## src/rtl/mips_pkg.sv

```systemverilog
// Shared definitions for the MIPS decode/execute boundary: opcodes, funct codes,
// ALU control codes and the decoded control bundle.
package mips_pkg;

  localparam logic [5:0] OP_RTYPE = 6'b000000;
  localparam logic [5:0] OP_ADDI  = 6'b001000;
  localparam logic [5:0] OP_LW    = 6'b100011;
  localparam logic [5:0] OP_SW    = 6'b101011;
  localparam logic [5:0] OP_BEQ   = 6'b000100;

  localparam logic [5:0] FN_ADD = 6'b100000;
  localparam logic [5:0] FN_SUB = 6'b100010;
  localparam logic [5:0] FN_AND = 6'b100100;
  localparam logic [5:0] FN_OR  = 6'b100101;
  localparam logic [5:0] FN_SLT = 6'b101010;

  localparam logic [2:0] ALU_ADD = 3'b010;
  localparam logic [2:0] ALU_SUB = 3'b110;
  localparam logic [2:0] ALU_AND = 3'b000;
  localparam logic [2:0] ALU_OR  = 3'b001;
  localparam logic [2:0] ALU_SLT = 3'b111;

  typedef struct packed {
    logic       valid;
    logic       reg_wr;
    logic       mem_rd;
    logic       mem_wr;
    logic [2:0] alu_ctrl;
    logic       b_imm;
  } ctrl_t;

  // Forms whose rt field is a true source operand (and so can cause a load-use stall).
  function automatic logic uses_rt(input logic [5:0] opcode);
    return (opcode == OP_RTYPE) || (opcode == OP_BEQ) || (opcode == OP_SW);
  endfunction

endpackage

```

## src/rtl/alu_decode.sv

```systemverilog
// Combinational opcode/funct decoder producing the execute-stage control bundle.
// Unrecognised encodings yield an invalid bundle with the ADD code.
module alu_decode
  import mips_pkg::*;
(
  input  logic [5:0] i_opcode,
  input  logic [5:0] i_funct,
  output ctrl_t      o_ctrl
);

  always_comb begin
    o_ctrl          = '0;
    o_ctrl.alu_ctrl = ALU_ADD;
    unique case (i_opcode)
      OP_RTYPE: begin
        o_ctrl.valid  = 1'b1;
        o_ctrl.reg_wr = 1'b1;
        unique case (i_funct)
          FN_ADD:  o_ctrl.alu_ctrl = ALU_ADD;
          FN_SUB:  o_ctrl.alu_ctrl = ALU_SUB;
          FN_AND:  o_ctrl.alu_ctrl = ALU_AND;
          FN_OR:   o_ctrl.alu_ctrl = ALU_OR;
          FN_SLT:  o_ctrl.alu_ctrl = ALU_SLT;
          default: begin
            o_ctrl.valid  = 1'b0;
            o_ctrl.reg_wr = 1'b0;
          end
        endcase
      end
      OP_ADDI: begin
        o_ctrl.valid  = 1'b1;
        o_ctrl.reg_wr = 1'b1;
        o_ctrl.b_imm  = 1'b1;
      end
      OP_LW: begin
        o_ctrl.valid  = 1'b1;
        o_ctrl.reg_wr = 1'b1;
        o_ctrl.mem_rd = 1'b1;
        o_ctrl.b_imm  = 1'b1;
      end
      OP_SW: begin
        o_ctrl.valid  = 1'b1;
        o_ctrl.mem_wr = 1'b1;
        o_ctrl.b_imm  = 1'b1;
      end
      OP_BEQ: begin
        o_ctrl.valid    = 1'b1;
        o_ctrl.alu_ctrl = ALU_SUB;
      end
      default: ;
    endcase
  end

endmodule

```

## src/rtl/id_ex_stage.sv

```systemverilog
// ID/EX pipeline register: decode, operand forwarding, load-use stall detection,
// and bubble insertion on stall, flush or an empty/undecodable slot.
module id_ex_stage
  import mips_pkg::*;
#(
  parameter int DW = 32,
  parameter int RW = 5
) (
  input  logic          clk,
  input  logic          rst_n,
  input  logic          id_valid,
  input  logic [5:0]    id_opcode,
  input  logic [5:0]    id_funct,
  input  logic [RW-1:0] id_rs,
  input  logic [RW-1:0] id_rt,
  input  logic [RW-1:0] id_rd,
  input  logic [DW-1:0] id_rs_data,
  input  logic [DW-1:0] id_rt_data,
  input  logic [15:0]   id_imm,
  input  logic          exmem_wr,
  input  logic [RW-1:0] exmem_rd,
  input  logic [DW-1:0] exmem_res,
  input  logic          memwb_wr,
  input  logic [RW-1:0] memwb_rd,
  input  logic [DW-1:0] memwb_res,
  input  logic          flush,
  output logic          stall_req,
  output logic          ex_valid,
  output logic [DW-1:0] ex_a,
  output logic [DW-1:0] ex_b,
  output logic [2:0]    ex_alu_ctrl,
  output logic [DW-1:0] ex_rt_data,
  output logic [RW-1:0] ex_dest,
  output logic          ex_reg_wr,
  output logic          ex_mem_rd,
  output logic          ex_mem_wr
);

  ctrl_t         w_ctrl;
  logic [DW-1:0] w_sext;
  logic [DW-1:0] w_fwd_a;
  logic [DW-1:0] w_fwd_rt;
  logic [RW-1:0] w_dest;
  logic          w_rs_hit;
  logic          w_rt_hit;
  logic          w_bubble;

  logic          r_valid;
  logic [DW-1:0] r_a;
  logic [DW-1:0] r_b;
  logic [2:0]    r_alu_ctrl;
  logic [DW-1:0] r_rt_data;
  logic [RW-1:0] r_dest;
  logic          r_reg_wr;
  logic          r_mem_rd;
  logic          r_mem_wr;

  alu_decode u_alu_decode (
    .i_opcode (id_opcode),
    .i_funct  (id_funct),
    .o_ctrl   (w_ctrl)
  );

  // EX/MEM has priority over MEM/WB; r0 is never forwarded.
  function automatic logic [DW-1:0] fwd(input logic [RW-1:0] addr, input logic [DW-1:0] rf);
    if (addr == '0)                         return rf;
    else if (exmem_wr && exmem_rd == addr) return exmem_res;
    else if (memwb_wr && memwb_rd == addr) return memwb_res;
    else                                    return rf;
  endfunction

  assign w_sext   = {{(DW-16){id_imm[15]}}, id_imm};
  assign w_fwd_a  = fwd(id_rs, id_rs_data);
  assign w_fwd_rt = fwd(id_rt, id_rt_data);
  assign w_dest   = !w_ctrl.reg_wr ? '0 : (id_opcode == OP_RTYPE) ? id_rd : id_rt;

  assign w_rs_hit  = (r_dest == id_rs);
  assign w_rt_hit  = (r_dest == id_rt) && uses_rt(id_opcode);
  assign stall_req = r_valid && r_mem_rd && (r_dest != '0) && id_valid && (w_rs_hit || w_rt_hit);

  assign w_bubble = flush || stall_req || !id_valid || !w_ctrl.valid;

  always_ff @(posedge clk or negedge rst_n) begin
    if (!rst_n) begin
      r_valid    <= 1'b0;
      r_a        <= '0;
      r_b        <= '0;
      r_alu_ctrl <= 3'b000;
      r_rt_data  <= '0;
      r_dest     <= '0;
      r_reg_wr   <= 1'b0;
      r_mem_rd   <= 1'b0;
      r_mem_wr   <= 1'b0;
    end else if (w_bubble) begin
      r_valid    <= 1'b0;
      r_a        <= '0;
      r_b        <= '0;
      r_alu_ctrl <= ALU_ADD;
      r_rt_data  <= '0;
      r_dest     <= '0;
      r_reg_wr   <= 1'b0;
      r_mem_rd   <= 1'b0;
      r_mem_wr   <= 1'b0;
    end else begin
      r_valid    <= 1'b1;
      r_a        <= w_fwd_a;
      r_b        <= w_ctrl.b_imm ? w_sext : w_fwd_rt;
      r_alu_ctrl <= w_ctrl.alu_ctrl;
      r_rt_data  <= w_fwd_rt;
      r_dest     <= w_dest;
      r_reg_wr   <= w_ctrl.reg_wr;
      r_mem_rd   <= w_ctrl.mem_rd;
      r_mem_wr   <= w_ctrl.mem_wr;
    end
  end

  assign ex_valid    = r_valid;
  assign ex_a        = r_a;
  assign ex_b        = r_b;
  assign ex_alu_ctrl = r_alu_ctrl;
  assign ex_rt_data  = r_rt_data;
  assign ex_dest     = r_dest;
  assign ex_reg_wr   = r_reg_wr;
  assign ex_mem_rd   = r_mem_rd;
  assign ex_mem_wr   = r_mem_wr;

endmodule
```

## config.mk

```make
export PLATFORM = sky130hd
export DESIGN_NAME = id_ex_stage
export DESIGN_NICKNAME = d
export VERILOG_FILES = /design/src/rtl/mips_pkg.sv /design/src/rtl/alu_decode.sv /design/src/rtl/id_ex_stage.sv
export SDC_FILE = /design/constraint.sdc
export NUM_CORES = 1
export LEC_CHECK = 0
export ABC_AREA = 1
export CAP_MARGIN = 0
export CORE_AREA = 4 4 139 141
export DETAILED_ROUTE_END_ITERATION = 12
export DIE_AREA = 0 0 143 145
export GPL_ROUTABILITY_DRIVEN = 1
export PLACE_DENSITY = 0.68
export SYNTH_ARGS = -nofsm -noshare
export SYNTH_HDL_FRONTEND = slang
export SYNTH_SLANG_ARGS = --single-unit
```

## constraint.sdc

```tcl
create_clock -name clk -period 3.1 [get_ports clk]
set_input_delay 0.62 -clock clk [delete_from_list [all_inputs] [get_ports clk]]
set_output_delay 0.62 -clock clk [all_outputs]
set_load 0.01 [all_outputs]
```

==> results.json <==
{
  "arrival_ps": 2010,
  "ys.flop_type": "dfrtp_1",
  "timing.max_cap.violations": 0,
  "setup_viol": 0,
  "drc": 0,
  "synth_cell_types": 27,
  "cts_root_buf": "clkbuf_16",
  "antenna_found_initial": 1,
  "first_pass_iters": 5,
  "drv_slew": 0,
  "skew_ps": 14.4,
  "synthArstFlopShare_pct": 100,
  "clk_pin_slew_ps": 80,
  "postCtsHoldBufs": 0,
  "syn_area_sq_um": 6260,
  "crit_type": "input port to primary output",
  "fin_util_pct": 54.9,
  "die_width_um": 143,
  "grt_overflow": 0,
  "synth_top_cell_by_area": "dfrtp_1",
  "num_io_pins": 296,
  "viasPerCell": 4.88,
  "hp-class": "input port to asynchronous set/reset pin",
  "finalHoldViolCount": 0,
  "r2r_setup_slack_ps": 1250,
  "fin_crit_sh_pct": 84.9,
  "cts_buffer_depth": 2,
  "num-fill-cells": 1745,
  "setup_tns_ps": 0,
  "rr_endpoint": "ex_b[12]",
  "cts_tree": "built",
  "synth-edff-count": 0,
  "end_kind": "primary output",
  "portBuffers": 295,
  "synth_common_cells": "252 x nand2_1, 193 x nor2_1, 108 x dfrtp_1",
  "worstPathRequired_ps": 2480,
  "ys_warn_count": 0,
  "drive_above_1_share_pct": 5.75,
  "tightest_slew_ps": 681,
  "ir_drop_mv": 0.275,
  "r2r_start": "ex_dest[3]",
  "diodes": 0,
  "rows": 49,
  "fp.coreArea_sq_um": 18000,
  "reg2reg_depth": 10,
  "ys_seq_area_share_pct": 43.1,
  "outcome": "finished, final reports clean",
  "p_per_area_nw_per_um2": 328,
  "synth_top_area_share_pct": 43.1,
  "cp-start-kind": "input port",
  "period_minus_slack_ps": 2630,
  "grt_pass1_vias": 6896,
  "routabilityCongestion": 0.921,
  "drt_iter0_drc": 384,
  "clk_latency_ps": 360,
  "postRouteAntennaNets": 0,
  "p_leak_nw": 5.07,
  "grt_max_degree": 52,
  "h-tree-depth": 3,
  "syn_inst": 931,
  "avgSynthCellArea_sq_um": 6.73,
  "wl_per_cell_um": 17.2,
  "wirelength_um": 24800,
  "fin_nets": 1399,
  "yosysMostFrequentCell": "nand2_1",
  "ys_ff_latch": 108,
  "relSlewSlack_pct": 54.6,
  "cts_sinks": 108,
  "start_util_pct": 34.9,
  "rsz0062_at_grt": "false",
  "syn_nets": 1118,
  "grtUsageTotal_pct": 23.5,
  "dieArea_sq_um": 20700,
  "max_clock_freq_mhz": 380,
  "cts_buffers": 9,
  "grt_pass1_wl_um": 38200,
  "vias": 7062,
  "dieHeight_um": 145,
  "dpl.hpwl_um": 18800,
  "synthToLayoutAreaGrowth_pct": 57.4,
  "synthTopCellsByArea": "dfrtp_1 43%, nand2_1 15%, nor2_1 12%",
  "total_power_mw": 3.23,
  "cp_max_fo": 5
}
[metal layers]
layer / wire length, um / up-vias / part of all wire [%] / track usage (%)
li1: - / 3461 / - / -
met2: 12100 / 276 / 49 / 40.2
met4: 688 / 2 / 2.8 / 8.17
met5: 19 / - / 0.077 / 0
met3: 1830 / 42 / 7.4 / 4.61
met1: 10200 / 3281 / 41 / 29.3
[where the power goes]
group	internal, mW	leakage (nW)	switching, mW
sequential	1.42	1.50	0.00294
combinational	0.319	3.42	0.303
clock	0.576	0.148	0.614
total	2.31	5.07	0.920
[placed cells by master, fill, tap and decap left out, types with 3 or more instances in the layout]
cell	n
inv_6	3
clkbuf_16	9
nand3_1	44
buf_12	4
clkdlybuf4s50_1	293
nor2_1	192
buf_4	27
a21oi_1	55
a21oi_2	10
xnor2_1	4
dfrtp_1	108
nor3_1	10
o21ai_0	41
xor2_1	4
nand4_1	36
nand2_1	252
inv_1	102
[flip-flops by register name (all words and copies together), names as in the netlist]
| register | flops |
|---|---|
| ex_reg_wr | 1 |
| ex_mem_wr | 1 |
| ex_a | 32 |
| ex_dest | 5 |
| ex_b | 32 |
| ex_rt_data | 32 |
| ex_alu_ctrl | 3 |
| ex_valid | 1 |
| ex_mem_rd | 1 |
[cells by family after synthesis]
| logic type | count (synthesis) | synth area share, % |
|---|---|---|
| buf+inv | 159 | 10.3 |
| xor+xnor | 8 | 1.12 |
| flops | 108 | 43.1 |
| simple gates | 543 | 35.5 |
| compound gates | 113 | 9.91 |
[repair_timing]
action | 4_1_cts | 5_1_grt
buffers inserted | 0 | 0
resized for setup | 0 | 1
endpoints found under the hold margin | 0 | 0
setup endpoints to repair | 0 | 1
[through the flow]
step	hold slack [ps]	cells	instance area, sq um	setup WS [ps]
final	291	1446	9860	468
after global routing	333	1446	9860	318
after CTS	307	1446	9860	85.2
after detailed placement	696	1430	9560	93.9
after global placement	689	1430	9560	129
after floorplan	324	931	6260	1200
[layout make-up]
type,count,area [sq um],share of cell area [%]
Timing Repair Buffer,325,3230,32.7
Inverter,104,390,3.96
Clock inverter,7,73.8,0.749
Multi-Input combinational cell,664,2950,30.0
Tap cell,229,287,2.91
Clock buffer,9,225,2.28
Sequential cell,108,2700,27.4
[critical path: stages]
cell,delay (ps)
clkdlybuf4s50_1,570
inv_1,120
nand2_1,70
nand2_1,50
nor2_1,90
nand2_1,60
o21ai_0,140
nand2_1,90
inv_1,60
dlymetal6s2s_1,160
[how the worst max path moves through the flow]
stage                 startpoint   endpoint  slack, ps  cells past startpoint
floorplan           id_opcode[1]  stall_req       1200                      7
global placement        id_rt[1]  stall_req        130                     10
detailed placement      id_rt[1]  stall_req         90                     10
CTS                     id_rt[1]  stall_req         90                     10
global route        id_opcode[3]  stall_req        320                     10
finish                  id_rt[1]  stall_req        470                     10
Power figures use the tool's default switching activity.
